### src/rtl/demux_route_sched.sv
// Scheduler for a 1-to-2 demux: a one-word hold register picks B or C (round-robin bursts or tag),
// drives A_in/Select, handshakes with per-destination ready and counts deliveries.
module demux_route_sched #(
  parameter int DATA_W    = 2,
  parameter int BURST_LEN = 4,
  parameter int CNT_W     = 8
) (
  input  logic              clk,
  input  logic              rst,
  input  logic [DATA_W-1:0] in_data,
  input  logic              in_valid,
  output logic              in_ready,
  input  logic              in_dest,
  input  logic              mode,
  output logic [DATA_W-1:0] dmx_data,
  output logic              dmx_sel,
  output logic              b_valid,
  input  logic              b_ready,
  output logic              c_valid,
  input  logic              c_ready,
  output logic [CNT_W-1:0]  b_count,
  output logic [CNT_W-1:0]  c_count
);

  localparam int BW = (BURST_LEN > 1) ? $clog2(BURST_LEN) : 1;
  localparam logic [BW-1:0] BURST_LAST = BW'(BURST_LEN - 1);

  typedef enum logic [1:0] {EMPTY, HOLD_B, HOLD_C} state_t;

  state_t            state_reg, state_next;
  logic [DATA_W-1:0] hold_data_reg;
  logic              hold_sel_reg;
  logic              rr_sel_reg;
  logic [BW-1:0]     burst_cnt_reg;
  logic [CNT_W-1:0]  b_count_reg, c_count_reg;

  logic b_xfer, c_xfer, transfer, accept, dest;

  // Ready looks through the downstream handshake so a full register can refill every cycle.
  always_comb begin
    b_xfer   = (state_reg == HOLD_B) & b_ready;
    c_xfer   = (state_reg == HOLD_C) & c_ready;
    transfer = b_xfer | c_xfer;
    in_ready = !rst & ((state_reg == EMPTY) | transfer);
    accept   = in_valid & in_ready;
    dest     = mode ? in_dest : rr_sel_reg;
  end

  always_ff @(posedge clk) begin
    if (rst) state_reg <= EMPTY;
    else     state_reg <= state_next;
  end

  always_comb begin
    state_next = state_reg;
    if (accept)        state_next = dest ? HOLD_C : HOLD_B;
    else if (transfer) state_next = EMPTY;
  end

  always_comb begin
    b_valid  = (state_reg == HOLD_B);
    c_valid  = (state_reg == HOLD_C);
    dmx_data = hold_data_reg;
    dmx_sel  = hold_sel_reg;
    b_count  = b_count_reg;
    c_count  = c_count_reg;
  end

  always_ff @(posedge clk) begin
    if (rst) begin
      hold_data_reg <= '0;
      hold_sel_reg  <= 1'b0;
    end else if (accept) begin
      hold_data_reg <= in_data;
      hold_sel_reg  <= dest;
    end
  end

  // The round-robin pointer only moves on words it actually routed.
  always_ff @(posedge clk) begin
    if (rst) begin
      rr_sel_reg    <= 1'b0;
      burst_cnt_reg <= '0;
    end else if (accept && !mode) begin
      if (burst_cnt_reg == BURST_LAST) begin
        burst_cnt_reg <= '0;
        rr_sel_reg    <= ~rr_sel_reg;
      end else begin
        burst_cnt_reg <= burst_cnt_reg + 1'b1;
      end
    end
  end

  always_ff @(posedge clk) begin
    if (rst) begin
      b_count_reg <= '0;
      c_count_reg <= '0;
    end else begin
      if (b_xfer) b_count_reg <= b_count_reg + 1'b1;
      if (c_xfer) c_count_reg <= c_count_reg + 1'b1;
    end
  end

endmodule

### config.mk
export PLATFORM = sky130hd
export DESIGN_NAME = demux_route_sched
export DESIGN_NICKNAME = d
export VERILOG_FILES = /design/src/rtl/demux_route_sched.sv
export SDC_FILE = /design/constraint.sdc
export NUM_CORES = 1
export LEC_CHECK = 0
export CAP_MARGIN = 20
export CORE_UTILIZATION = 45
export DETAILED_ROUTE_END_ITERATION = 10
export PLACE_DENSITY = 0.76
export SYNTH_ARGS = -nofsm -noshare
export SYNTH_HDL_FRONTEND = slang
export SYNTH_SLANG_ARGS = --single-unit
### constraint.sdc
create_clock -name clk -period 3.1 [get_ports clk]
set_clock_uncertainty 0.05 [all_clocks]
set_input_delay 0.62 -clock clk [delete_from_list [all_inputs] [get_ports clk]]
set_output_delay 0.62 -clock clk [all_outputs]
set_load 0.1 [all_outputs]
==> results of run 1 <==
-- cell type report --
type / instances / area [µm²] / share of cell area
Multi-Input combinational cell: 91 / 591 / 0.410
Clock inverter: 1 / 30.0 / 0.0209
Timing Repair Buffer: 31 / 265 / 0.184
Sequential cell: 24 / 480 / 0.334
Clock buffer: 3 / 22.5 / 0.0157
Tap cell: 28 / 35.0 / 0.0243
Inverter: 4 / 15.0 / 0.0104
-- Yosys cell counts, drive strengths merged --
master,number
nand4b,1
o21ai,5
nor2b,2
nand2,10
mux2,4
nor2,13
nand2b,4
mux2i,1
dfxtp,24
clkbuf,2
or3,2
o22ai,1
or4,1
nor3b,1
ha,3
nand3b,2
nor3,6
a31oi,1
a21oi,8
inv,4
and3,1
buf,2
nor4,1
nand3,3
nand4,4
and2b,3
xor2,5
and3b,2
xnor2,7
-- layer usage --
metal  up-vias  wire length [µm]
li1        483                 -
met1       442              1020
met2        27               971
met3         2                93
met4         0                15
met5         -                 0
-- where the power goes --
| group | switching, mW | leakage, nW | internal, mW | total (mW) |
|---|---|---|---|---|
| clock | 0.0973 | 0.0279 | 0.131 | 0.228 |
| sequential | 0.00853 | 0.195 | 0.317 | 0.325 |
| combinational | 0.0913 | 0.360 | 0.0414 | 0.133 |
| total | 0.197 | 0.582 | 0.489 | 0.686 |
-- logic make-up after synthesis --
kind of cell    Yosys count
compound gates           15
flops                    24
xor+xnor                 12
simple gates             56
fa+ha+maj                 3
mux                       5
buf+inv                   8
-- placed cells by master, fill, tap and decap left out, types with 3 or more instances in the layout --
master           count
dfxtp_1             24
buf_4               22
nor2_1              13
nand2_1              9
clkdlybuf4s50_1      8
a21oi_1              7
xnor2_1              7
nor3_1               6
xor2_1               5
o21ai_0              5
nand2b_1             4
inv_1                4
nand4_1              4
mux2_2               4
nand3_1              3
and2b_1              3
ha_1                 3
clkbuf_4             3
-- metrics by stage --
step / area (µm²) / util / setup WS (ps) / instances
after global routing: 1440 / 0.638 / 506 / 182
after CTS: 1440 / 0.638 / 587 / 182
after floorplan: 1100 / - / 626 / 123
final: 1440 / 0.638 / 587 / 182
after detailed placement: 1390 / 0.615 / 596 / 178
after global placement: 1390 / 0.615 / 630 / 178
-- how the worst max path moves through the flow --
stage / cells after the start / end / from / slack (ps)
2_1_floorplan: 1 / b_valid / state_reg[0] / 630
3_3_place_gp: 5 / in_ready / rst / 630
3_5_place_dp: 5 / in_ready / rst / 600
4_1_cts: 5 / in_ready / rst / 590
5_1_grt: 5 / in_ready / rst / 510
6_report: 5 / in_ready / rst / 590
==> flow_summary.ini, run 1 <==
[run_status]
outcome = finished, final reports clean

[floorplanning]
die_height_um = 51.5
die_area_um2 = 2650
row_count = 17
initial_core_util = 0.489
ioPinCount = 31
fp.dieW_um = 51.5
core_um2 = 2250

[route]
drc = 0
wirelength_mm = 2.10
dr_total_vias = 954
ant_nets = 0
viasPerCell = 5.24
dr.pass1.iters = 4
avgRoutedWirePerCell_um = 11.5
drt_iter0_markers = 10

[critical_path]
rrSetupSlack_ps = 1490
cp_top_family = buffers and inverters
start_kind = input port
r2r_start = state_reg[0]
r2r-end = dmx_data[1]
crit_path_cell_trace = clkdlybuf4s50_1 -> nor2_1 -> a21oi_2 -> inv_1 -> buf_12
critical-path-max-stage-delay_ps = 590
worst_ep_arrival_time_ps = 1840
required_ps = 2430
critPathBufInv = 3
path_max_fanout = 6
r2r_cells = 5
endpoint_kind = primary output
crit_type = in2out
cp_slowest_cell = clkdlybuf4s50_1

[global_route]
grt_max_degree = 22
grt_busiest_layer = met2
grt_pass1_vias = 847
use_met1 = 0.225
gr-total-overflow = 0
use_met2 = 0.299
met3_usage = 0.0263
track_usage = 0.177
grt_pass1_wl_mm = 3.62
antenna_found_initial = 0

[run]
drv_cap = 0

[sta]
finalMaxSlewViolations = 0
worst-slew-pin-transition_ps = 271
timing.hold.ws_ps = 438
rsz0062_at_grt = false
period_minus_slack_ps = 2510
hold_violations = 0
maxSlewHeadroom = 0.819
fmax_mhz = 398
setup-violations-final = 0
fin_crit_sh = 0.811
tns_ps = 0

[power]
peakVddDrop_mv = 0.301
cellPowerDensity_nw_per_um2 = 477
p_leak_nw = 0.582
finalPower_uw = 686

[hold_path]
worstHoldPathType = reg2reg
min_delay_path_depth = 1
hold_start = rr_sel_reg
hold_end = rr_sel_reg

[placed_design]
dp_hpwl_mm = 1.51
portBuffers = 30
gp_congestion = 0.715

[synth]
synth.distinct_cells = 31
ys_ff_latch = 24
synthesis.area_um2 = 1100
synth_mux_area_frac = 0.0499
ys_warn_count = 0
synthCells = 123
synth_area_leader_cell = dfxtp_1
synth.net_count = 135
synth_xor_area_frac = 0.0952
synth-compound-area-share = 0.0737
synthAdderAreaFrac = 0.0340
synth_simple_gate_area_frac = 0.282
synth_top_area_share = 0.435
synth_top_family_by_area = simple AND/OR/NAND/NOR gates
synth_area_leaders = dfxtp_1, xnor2_1, nor2_1, mux2_2, xor2_1
synth_seq_area_share = 0.435
avgSynthCellArea_um2 = 8.97

[clock_tree]
postCtsSetupBuffers = 0
cts_max_path_buffers = 2
numClockSinks = 24
hold_buffers = 0
cts_resized = 0
clkSlewWorstSetupHoldPaths_ps = 140
clockRootBuffer = clkbuf_4
htreeDepth = 1
clk_latency_ps = 320
cts_tree = yes
cts_inserted_buffers = 3

[cells_and_area]
fin_nets = 167
syn_to_final_growth_pct = 30.4
antennaDiodeCount = 0
fillers = 207
drive_gt1_frac = 0.227
Note: power is estimated with default switching activity, not from simulation.
==> inputs of run 2 (changes only) <==
Settings changed: CORE_UTILIZATION 45 to 42, PLACE_DENSITY 0.76 to 0.74.
Clock period 3.1 ns to 2.29 ns, I/O delays scaled along.
==> run 2 against run 1 <==
Hold slack lost 13 ps. Critical path depth is the same. Sequential power grew 36%. Via count shrank 0.84%. Sequential share of layout area shrank 0.49 points. Global-route usage shrank 2.6 points. Cell count grew 1.6%. Core utilization shrank 4.9 points. Power grew 24%. Sequential cell count is the same. Wire length shrank 4.2%. Critical endpoint unchanged. Largest cell class unchanged.
==> flow_summary.ini, run 2 (synthesized netlist as in run 1, its figures left out) <==
[sta]
worst-slew-pin-transition_ps = 283
setup-violations-final = 0
maxSlewHeadroom = 0.813
finalMaxSlewViolations = 0
timing.hold.ws_ps = 425
rsz0062_at_grt = false
hold_violations = 0
fin_crit_sh = 0.956
fmax_mhz = 457
period_minus_slack_ps = 2190
setup_slack_ps = 102

[placed_design]
portBuffers = 30
place_ws_ps = 102
gp_congestion = 0.712
dp_hpwl_mm = 1.55

[route]
ant_nets = 0
drt_iter0_markers = 21
avgRoutedWirePerCell_um = 10.8
wirelength_mm = 2.01
viasPerCell = 5.11
dr.pass1.iters = 4
dr_total_vias = 946
drc = 0

[critical_path]
crit_path_cell_trace = clkdlybuf4s50_1 -> nor2_1 -> a21oi_2 -> inv_1 -> buf_12
worst_ep_arrival_time_ps = 1680
path_max_fanout = 7
start_kind = input port
crit_type = in2out
cp_slowest_cell = clkdlybuf4s50_1
endpoint_kind = primary output
cp_top_family = buffers and inverters
required_ps = 1780
critPathBufInv = 3
critical-path-max-stage-delay_ps = 600

[floorplanning]
row_count = 18
initial_core_util = 0.445
die_area_um2 = 2840
die_height_um = 53.3
ioPinCount = 31
fp.dieW_um = 53.3
core_um2 = 2480

[global_route]
gr-total-overflow = 0
grt_pass1_wl_mm = 3.20
grt_pass1_vias = 755
antenna_found_initial = 0
track_usage = 0.150
grt_max_degree = 14

[clock_tree]
clockRootBuffer = clkbuf_4
cts_max_path_buffers = 2
clkSlewWorstSetupHoldPaths_ps = 120
clk_latency_ps = 310
cts_tree = yes
hold_buffers = 0
cts_resized = 0
cts_inserted_buffers = 3
postCtsSetupBuffers = 0
numClockSinks = 24
htreeDepth = 1

[cells_and_area]
syn_to_final_growth_pct = 32.3
layout_commonest_cell = dfxtp_1
antennaDiodeCount = 0
most-common-layout-cells = dfxtp_1, buf_4, nor2_1
fin_nets = 168
drive_gt1_frac = 0.239

[run_status]
outcome = finished, final reports clean

[power]
peakVddDrop_mv = 0.400
p_leak_nw = 0.587
cellPowerDensity_nw_per_um2 = 581

[run]
drv_cap = 0

[hold_path]
worstHoldPathType = reg2reg
## run 2: cell count changes in the layout (fill, tap and decap cells not counted), sizes merged
cell    before  now
buf         23   24
bufinv       1    0
clkbuf       3    4
## run 2: worst paths after layout
path | cells past startpoint | to | slack, ps | start
hold reg to reg | 1 | rr_sel_reg | 430 | rr_sel_reg
hold / removal | 1 | rr_sel_reg | 430 | rr_sel_reg
setup reg to reg | 5 | dmx_data[1] | 710 | state_reg[0]
setup / recovery | 5 | in_ready | 100 | rst
## run 2: where the power goes
part	leakage [nW]	total [mW]	switching, mW	internal (mW)
Sequential	0.195	0.441	0.0119	0.429
Clock	0.0210	0.218	0.121	0.0971
Combinational	0.371	0.189	0.125	0.0642
Total	0.587	0.848	0.258	0.590
## run 2: per-stage QoR
stage | utilization | setup TNS (ps) | cells | cell area [µm²] | power, mW
after floorplan | - | -11.0 | 123 | 1110 | 0.580
after global placement | 0.575 | 0 | 181 | 1420 | 0.637
after detailed placement | 0.575 | 0 | 181 | 1420 | 0.639
after CTS | 0.589 | 0 | 185 | 1460 | 0.858
after global routing | 0.589 | 0 | 185 | 1460 | 0.891
final | 0.589 | 0 | 185 | 1460 | 0.848
## run 2: layout make-up
class	count	area [µm²]
timing repair buffer	32	298
inverter	4	15.0
fill	239	1020
tap	30	37.5
multi-input combinational	91	593
sequential	24	480
clock buffer	4	36.3
## run 2: routing by layer
| metal | global-route usage | vias up | part of all wire |
|---|---|---|---|
| met4 | 0.0395 | 0 | 0.0085 |
| met5 | 0 | - | 0 |
| met3 | 0.0259 | 2 | 0.053 |
| met1 | 0.197 | 429 | 0.47 |
| met2 | 0.250 | 31 | 0.47 |
| li1 | - | 484 | - |
==> inputs of run 3 (changes only) <==
Settings changed: CELL_PAD_IN_SITES_DETAIL_PLACEMENT set to 1, CELL_PAD_IN_SITES_GLOBAL_PLACEMENT set to 2, CORE_UTILIZATION 42 to 24, PLACE_DENSITY 0.74 to not set, PLACE_DENSITY_LB_ADDON set to 0.1.
==> run 3 against run 2 <==
Cell count up 12%. Die area is 72% higher. Final area increased by 3.3%. Maximum frequency increased by 3.2%. Core utilization shrank 25 points. Sequential share of layout area fell by 1.0 points. Critical path depth did not move. Critical endpoint unchanged. Largest power group unchanged.
==> flow_summary.ini, run 3 (synthesized netlist as in run 1, its figures left out) <==
[sta]
worst-slew-pin-transition_ps = 298
fmax_mhz = 472
period_minus_slack_ps = 2120
maxSlewHeadroom = 0.801
rsz0062_at_grt = false
fin_crit_sh = 0.926
finalMaxSlewViolations = 0
setup-violations-final = 0
hold_violations = 0
tns_ps = 0

[placed_design]
portBuffers = 30
gp_congestion = 0.765
dp_hpwl_mm = 2.02

[global_route]
grt_pass1_vias = 949
grt_max_degree = 13
gr-total-overflow = 0
track_usage = 0.113
grt_pass1_wl_mm = 4.42
antenna_found_initial = 0

[route]
viasPerCell = 4.68
drc = 0
dr_total_vias = 973
drt_iter0_markers = 20
dr.pass1.iters = 4
ant_nets = 0
avgRoutedWirePerCell_um = 12.6
wirelength_mm = 2.62

[clock_tree]
clk_latency_ps = 260
clockRootBuffer = clkbuf_8
cts_tree = yes
htreeDepth = 1
hold_buffers = 0
clkSlewWorstSetupHoldPaths_ps = 80
cts_inserted_buffers = 3
cts_max_path_buffers = 2
numClockSinks = 24

[cells_and_area]
syn_to_final_growth_pct = 36.6
most-common-layout-cells = dfxtp_1, buf_4, nor2_1
fin_nets = 170
layout_commonest_cell = dfxtp_1
antennaDiodeCount = 0
drive_gt1_frac = 0.244

[floorplanning]
fp.dieW_um = 69.8
core_um2 = 4380
initial_core_util = 0.252
row_count = 24
die_area_um2 = 4870
ioPinCount = 31
die_height_um = 69.8

[critical_path]
cp_slowest_cell = clkdlybuf4s50_1
cp_top_family = buffers and inverters
worst_ep_arrival_time_ps = 1610
cp.depth = 5
critPathBufInv = 3
crit_path_cell_trace = clkdlybuf4s50_1 -> nand2b_1 -> a21oi_2 -> inv_1 -> buf_12
r2r_cells = 5
rrSetupSlack_ps = 730
crit_type = in2out
endpoint_kind = primary output
start_kind = input port
path_max_fanout = 4
required_ps = 1780
critical-path-max-stage-delay_ps = 470

[hold_path]
min_delay_path_depth = 1
worstHoldPathType = reg2reg

[power]
finalPower_uw = 889
peakVddDrop_mv = 0.269
cellPowerDensity_nw_per_um2 = 590
p_leak_nw = 0.597

[run_status]
outcome = finished, final reports clean

[run]
drv_cap = 0
[run 3: worst register-to-register path, delay by kind of cell, from the launching register on]
kind / cells / cell delay, ps
simple gates: 2 / 280
buf+inv: 1 / 110
flops: 1 / 500
mux: 1 / 340
compound gates: 1 / 180
[run 3: layout make-up]
class                   count  area, µm²
well taps                  52       65.1
flip-flops and latches     24        480
repair buffers             34        313
clock buffers               3       41.3
multi-input cells          91        593
inverters                   4       15.0
fillers                   513       2880
[run 3: where the power goes]
group          internal, mW  switching (mW)
registers             0.428          0.0122
clock network         0.118           0.135
logic                0.0676           0.129
[run 3: path summary, 6_finish.rpt]
check          startpoint     endpoint
max               b_ready     in_ready
min            rr_sel_reg   rr_sel_reg
max reg2reg  state_reg[0]  dmx_data[0]
min reg2reg    rr_sel_reg   rr_sel_reg
[run 3: stage by stage]
| stage | cell area [µm²] | setup slack [ps] | hold WS [ps] | util | std cells |
|---|---|---|---|---|---|
| final | 1510 | 170 | 424 | 0.344 | 208 |
| after global routing | 1510 | 118 | 459 | 0.344 | 208 |
| after CTS | 1500 | 74.4 | 435 | 0.342 | 207 |
| after detailed placement | 1460 | 81.7 | 422 | 0.333 | 204 |
| after global placement | 1460 | 144 | 416 | 0.333 | 204 |
| after floorplan | 1110 | -11.0 | 384 | - | 123 |
[run 3: routing by layer]
metal	share of wire	track usage
met2	0.46	0.174
met1	0.50	0.155
met5	0	0
met3	0.040	0.0247
met4	0.0065	0.0400
[run 3: timing repair]
| item | in CTS | in global routing |
|---|---|---|
| setup endpoints to repair | 0 | 1 |
| endpoints found under the hold margin | 0 | 0 |
| buffers inserted | 0 | 1 |
| resized for setup | 0 | 0 |
